[src/rtl/lvds_rx_word_aligner.sv]
// Purpose : K28.5 comma word aligner behind the LVDS deserializer; picks the bit offset, confirms framing, tracks lock.
// Latency : 1 cycle from an rx_valid word to its aligned_* outputs; locked/lock_lost registered alongside.
// Backpressure: none (PHY cannot be stalled); rx_valid=0 freezes all state and drops aligned_valid next cycle.
//
// Ports:
//   clk, reset      word clock, synchronous active-high reset
//   rx_data/valid   raw 10-bit word from the deserializer, bit 0 received first
//   aligned_*       symbol-aligned word, its valid, and a K28.5 flag
//   locked          aligner is in LOCKED
//   align_offset    selected bit offset 0..9
//   lock_lost       single-cycle pulse on LOCKED -> SEARCH
//   miss_err_cnt    missed frame-start comma count, built only with LVDS_ALIGN_ERR_CNT_EN
//                   (otherwise tied to zero)
module lvds_rx_word_aligner #(
    parameter int FRAME_LEN = 16,
    parameter int LOCK_CNT  = 4,
    parameter int LOSS_CNT  = 3
) (
    input  logic        clk,
    input  logic        reset,
    input  logic [9:0]  rx_data,
    input  logic        rx_valid,
    output logic [9:0]  aligned_data,
    output logic        aligned_valid,
    output logic        aligned_comma,
    output logic        locked,
    output logic [3:0]  align_offset,
    output logic        lock_lost,
    output logic [15:0] miss_err_cnt
);

    localparam logic [7:0] FRAME_LEN_W = 8'(FRAME_LEN);
    localparam logic [3:0] LOCK_CNT_W  = 4'(LOCK_CNT);
    localparam logic [3:0] LOSS_CNT_W  = 4'(LOSS_CNT);

    typedef enum logic [1:0] {
        S_SEARCH = 2'd0,
        S_VERIFY = 2'd1,
        S_LOCKED = 2'd2
    } state_t;

    state_t      state;
    logic [9:0]  prev_word;
    logic [7:0]  wcnt;
    logic [3:0]  vcnt;
    logic [3:0]  mcnt;

    logic [19:0] win;
    logic [9:0]  comma_hit;
    logic        any_hit;
    logic [3:0]  hit_off;
    logic [9:0]  cur_slice;
    logic        cur_match;
    logic        frame_start;

    function automatic logic is_k285(input logic [9:0] w);
        return (w == 10'b0011111010) || (w == 10'b1100000101);
    endfunction

    // Older word sits in the low half so a slice at offset o reads the
    // stream starting o bits into the previous word.
    always_comb begin
        win       = {rx_data, prev_word};
        comma_hit = '0;
        hit_off   = '0;
        cur_slice = '0;
        cur_match = 1'b0;
        // Descending scan: the last assignment is the lowest matching offset.
        for (int o = 9; o >= 0; o--) begin
            comma_hit[o] = is_k285(win[o +: 10]);
            if (comma_hit[o]) begin
                hit_off = 4'(o);
            end
            if (align_offset == 4'(o)) begin
                cur_slice = win[o +: 10];
                cur_match = comma_hit[o];
            end
        end
        any_hit     = |comma_hit;
        frame_start = (wcnt == FRAME_LEN_W);
    end

    always_ff @(posedge clk) begin
        if (reset) begin
            state         <= S_SEARCH;
            prev_word     <= '0;
            wcnt          <= '0;
            vcnt          <= '0;
            mcnt          <= '0;
            aligned_data  <= '0;
            aligned_valid <= 1'b0;
            aligned_comma <= 1'b0;
            locked        <= 1'b0;
            align_offset  <= '0;
            lock_lost     <= 1'b0;
        end else begin
            aligned_valid <= rx_valid;
            lock_lost     <= 1'b0;
            if (rx_valid) begin
                prev_word     <= rx_data;
                // Output uses the offset in force before this word's decision.
                aligned_data  <= cur_slice;
                aligned_comma <= cur_match;
                wcnt          <= wcnt + 8'd1;
                case (state)
                    S_SEARCH: begin
                        if (any_hit) begin
                            align_offset <= hit_off;
                            wcnt         <= 8'd1;
                            vcnt         <= 4'd1;
                            mcnt         <= '0;
                            if (LOCK_CNT_W == 4'd1) begin
                                state  <= S_LOCKED;
                                locked <= 1'b1;
                            end else begin
                                state  <= S_VERIFY;
                            end
                        end
                    end
                    S_VERIFY: begin
                        if (frame_start && cur_match) begin
                            wcnt <= 8'd1;
                            vcnt <= vcnt + 4'd1;
                            if (vcnt + 4'd1 == LOCK_CNT_W) begin
                                state  <= S_LOCKED;
                                locked <= 1'b1;
                                mcnt   <= '0;
                            end
                        end else if (any_hit) begin
                            // Comma off-offset or too early: restart confirmation there.
                            align_offset <= hit_off;
                            wcnt         <= 8'd1;
                            vcnt         <= 4'd1;
                        end else if (frame_start) begin
                            state <= S_SEARCH;
                        end
                    end
                    S_LOCKED: begin
                        // Framing is free-running once locked; mid-frame commas are ignored.
                        if (frame_start) begin
                            wcnt <= 8'd1;
                            if (cur_match) begin
                                mcnt <= '0;
                            end else if (mcnt + 4'd1 == LOSS_CNT_W) begin
                                state     <= S_SEARCH;
                                locked    <= 1'b0;
                                lock_lost <= 1'b1;
                                mcnt      <= '0;
                            end else begin
                                mcnt <= mcnt + 4'd1;
                            end
                        end
                    end
                    default: begin
                        state  <= S_SEARCH;
                        locked <= 1'b0;
                    end
                endcase
            end
        end
    end

`ifdef LVDS_ALIGN_ERR_CNT_EN
    logic        miss_evt;
    logic [15:0] miss_err_q;

    assign miss_evt = rx_valid && (state == S_LOCKED) && frame_start && !cur_match;

    // Survives loss of lock; only reset clears it.
    always_ff @(posedge clk) begin
        if (reset) begin
            miss_err_q <= '0;
        end else if (miss_evt && (miss_err_q != 16'hFFFF)) begin
            miss_err_q <= miss_err_q + 16'd1;
        end
    end

    assign miss_err_cnt = miss_err_q;
`else
    assign miss_err_cnt = 16'h0000;
`endif

endmodule

[config.mk]
export PLATFORM = sky130hd
export DESIGN_NAME = lvds_rx_word_aligner
export DESIGN_NICKNAME = d
export VERILOG_FILES = /design/src/rtl/lvds_rx_word_aligner.sv
export SDC_FILE = /design/constraint.sdc
export NUM_CORES = 1
export LEC_CHECK = 0
export CAP_MARGIN = 20
export CORE_MARGIN = 3
export CORE_UTILIZATION = 35
export CTS_CLUSTER_DIAMETER = 120
export CTS_CLUSTER_SIZE = 28
export DETAILED_ROUTE_END_ITERATION = 10
export SKIP_CTS_REPAIR_TIMING = 1
export SYNTH_ARGS = -nofsm -noshare
export SYNTH_HDL_FRONTEND = slang
export SYNTH_SLANG_ARGS = --single-unit
export TNS_END_PERCENT = 50
[constraint.sdc]
create_clock -name clk -period 7.6 [get_ports clk]
set_clock_uncertainty 0.05 [all_clocks]
set_input_delay 1.52 -clock clk [delete_from_list [all_inputs] [get_ports clk]]
set_output_delay 1.52 -clock clk [all_outputs]
set_load 0.1 [all_outputs]
==> metrics <==
worst vdd rail ir drop=72.1 µV; RSZ-0062 raised after global routing=false; min-delay worst type=flop to flop; CTS Buffer Depth=2; initial drt markers=314; netlist area before placement=3760 µm²; setup TNS=0 ns; register area=921 µm²; area of the multi-input gates=2540 µm²; total gr overflow=0; IO Count=47; Main synth FF type=dfxtp_1; Max Slew Vio Count=0; clk_lat worst skew=0.29 ns; Slowest Stage Delay on Critical Path=1.01 ns; status=finished clean; Min-Delay Path Depth=1; combinational power share=22.7%; HPWL Detailed=7570 µm; register area share after synthesis=24.5%; fin crit share=56.6%; worst path cell trace=clkdlybuf4s50_1, nand3b_1, or3b_1, o22ai_1, a2111oi_2, a221o_2, nand2_2, mux2i_1, nor2_1; max-cap check violation count=0; Power Internal=354 µW; Synth Register Bits=46; Max FO, Critical Path=21; CP Class=input port to flop; WP data required=7.72 ns; die area=12000 µm²; Mean Syn Cell Area=7.67 µm²; layout cells sized above 1=6.95%; Worst-Margin Slew=1.03 ns; clock power share=29.4%; Final Hold Fails=0; via density per instance=5.94; Root Driver=clkbuf_8; H-tree depth=2; Buf/Inv on CP=1; r2r worst-path depth=8; routability cong.=0.874; synth unique cells=77; Crit. End Element=flop; Synth area leaders=dfxtp_1 (25%), nor2_1 (5.6%), a21oi_1 (4.7%); Setup WS pre-CTS=3.02 ns; CTS tree=built; Leak=1.41 nW; clock buffer count from CTS=5; Filler cells=1073; cell count along the critical path=9; critical path startpoint category=input port; PortBufs=30; # DRC=0; sw frac=36.0%; first-pass GRT wire length=18500 µm; Final Util=39.4%; setup ws final=3.30 ns; First-pass DRT Iterations=5; initial antenna violation count=0; Final setup viols=0; WL final=11100 µm; family with the most delay on the worst path=buffers and inverters; core footprint=10400 µm²; number of enable flip-flop cells after synthesis=0; Slowest-stage cell, CP=clkdlybuf4s50_1; Pwr per Cell Area=135 nW/µm²; ant diodes=0; Final Critical Period=4.30 ns; gr usage total=19.2%; initial core utilization=36.2%; Layout area overhead=8.86%; vias in the first global route=3577; YS warnings=0; fin nets=506; Antenna Nets Post-Route=0; Yosys top cell area share=24.5%; clock sinks=46; fraction of registers with async set/reset=0%; largest net degree at the start of global routing=49; std cell rows=37; arrival time worst endpoint=4.42 ns; Max Freq=0.233 GHz; Final Total Pwr=553 µW; DR WL/cell=17.8 µm; Syn Inst Count=490; via count=3711; clk slew on worst S/H paths=0.09 ns; final hold slack=0.439 ns; switching pwr=199 µW; Slew HR=31.2%; Sequential Power Share=47.9%; leading area contributor after synthesis=dfxtp_1; chip width=110 µm; Die Span Y=110 µm
## cell usage after synthesis, types with 3 or more instances
cell,instances
a22o_1,8
mux2i_1,16
a21oi_1,35
o22ai_1,6
a211oi_1,9
buf_4,19
ha_1,5
a311oi_1,5
o21ai_1,3
o21ai_0,16
nand2_1,38
nor2_1,56
nand3_1,11
nor4bb_1,3
a221oi_1,3
buf_2,11
nor4_1,8
a31oi_1,9
clkbuf_1,24
nand2b_1,11
nand4b_1,6
nor4b_1,6
a21boi_0,4
inv_1,7
and3_1,4
nor3b_1,6
buf_1,3
nand4_1,16
or3_1,3
xor2_1,4
nor3_1,4
nor2b_1,8
xnor2_1,3
dfxtp_1,46
nand3b_1,4
a22oi_1,11
nand4bb_1,4
nor4_2,3
and2_1,5
## kinds of logic (layout without fill, tap and decap cells)
group | count (synthesis) | after routing | share of synthesized area (%)
other cells | 1 | 16 | 0.0998
compound gates | 128 | 128 | 23.1
flops | 46 | 46 | 24.5
buf+inv | 67 | 51 | 9.36
simple gates | 219 | 219 | 35.0
fa+ha+maj | 5 | 5 | 1.67
xor+xnor | 7 | 7 | 1.63
mux | 17 | 17 | 4.56
## per-stage QoR
| stage | cells | instance area, µm² |
|---|---|---|
| 6_report | 625 | 4090 |
| 5_1_grt | 625 | 4090 |
| 4_1_cts | 625 | 4090 |
| 3_5_place_dp | 617 | 3990 |
| 3_3_place_gp | 617 | 3990 |
| 2_1_floorplan | 505 | 3810 |
## power groups by stage
stage | Combinational, mW | Sequential [mW] | Clock, mW
final | 0.125 | 0.265 | 0.163
after CTS | 0.125 | 0.264 | 0.167
after floorplan | 0.0909 | 0.283 | 0
after global placement | 0.124 | 0.269 | 0
after detailed placement | 0.125 | 0.270 | 0
after global routing | 0.133 | 0.266 | 0.179
## cell usage in the layout (no fill, tap or decap), types with 6 or more instances in the layout
cell type        instances
nor2b_1                  8
nor4_1                   8
nand2_1                 38
a22o_1                   8
dfxtp_1                 46
nor3b_1                  6
nor4b_1                  6
a211oi_1                 9
nand4_1                 16
nand2b_1                11
a21oi_1                 35
nand3_1                 11
clkdlybuf4s50_1         29
inv_1                    7
clkbuf_8                 6
o21ai_0                 16
a31oi_1                  9
nor2_1                  56
nand4b_1                 6
a22oi_1                 11
conb_1                  16
mux2i_1                 16
o22ai_1                  6
## sequential cells by signal, indices dropped and copies added (netlist names)
signal	flops
aligned_valid	1
lock_lost	1
locked	1
prev_word	10
align_offset	4
state	2
aligned_data	10
vcnt	4
wcnt	8
mcnt	4
aligned_comma	1
## cell type report
| type | count | area share (%) |
|---|---|---|
| Multi-Input combinational cell | 392 | 62.1 |
| Sequential cell | 46 | 22.5 |
| Timing Repair Buffer | 35 | 8.14 |
| Tap cell | 136 | 4.16 |
| Clock buffer | 7 | 2.11 |
| Inverter | 8 | 0.734 |
| Clock inverter | 1 | 0.214 |
## layer usage
| layer | routed length [µm] | GRT usage (%) |
|---|---|---|
| met2 | 5200 | 31.4 |
| met1 | 4950 | 26.4 |
| met5 | 0 | 0 |
| met3 | 825 | 3.70 |
| met4 | 136 | 3.92 |
## path summary, 6_finish.rpt
check,startpoint,end,slack (ns)
setup reg to reg,align_offset[1],align_offset[0],4.47
hold reg to reg,aligned_data[8],aligned_data[8],0.44
setup / recovery,rx_data[0],align_offset[0],3.30
hold / removal,aligned_data[8],aligned_data[8],0.44
Power figures use the tool's default switching activity.
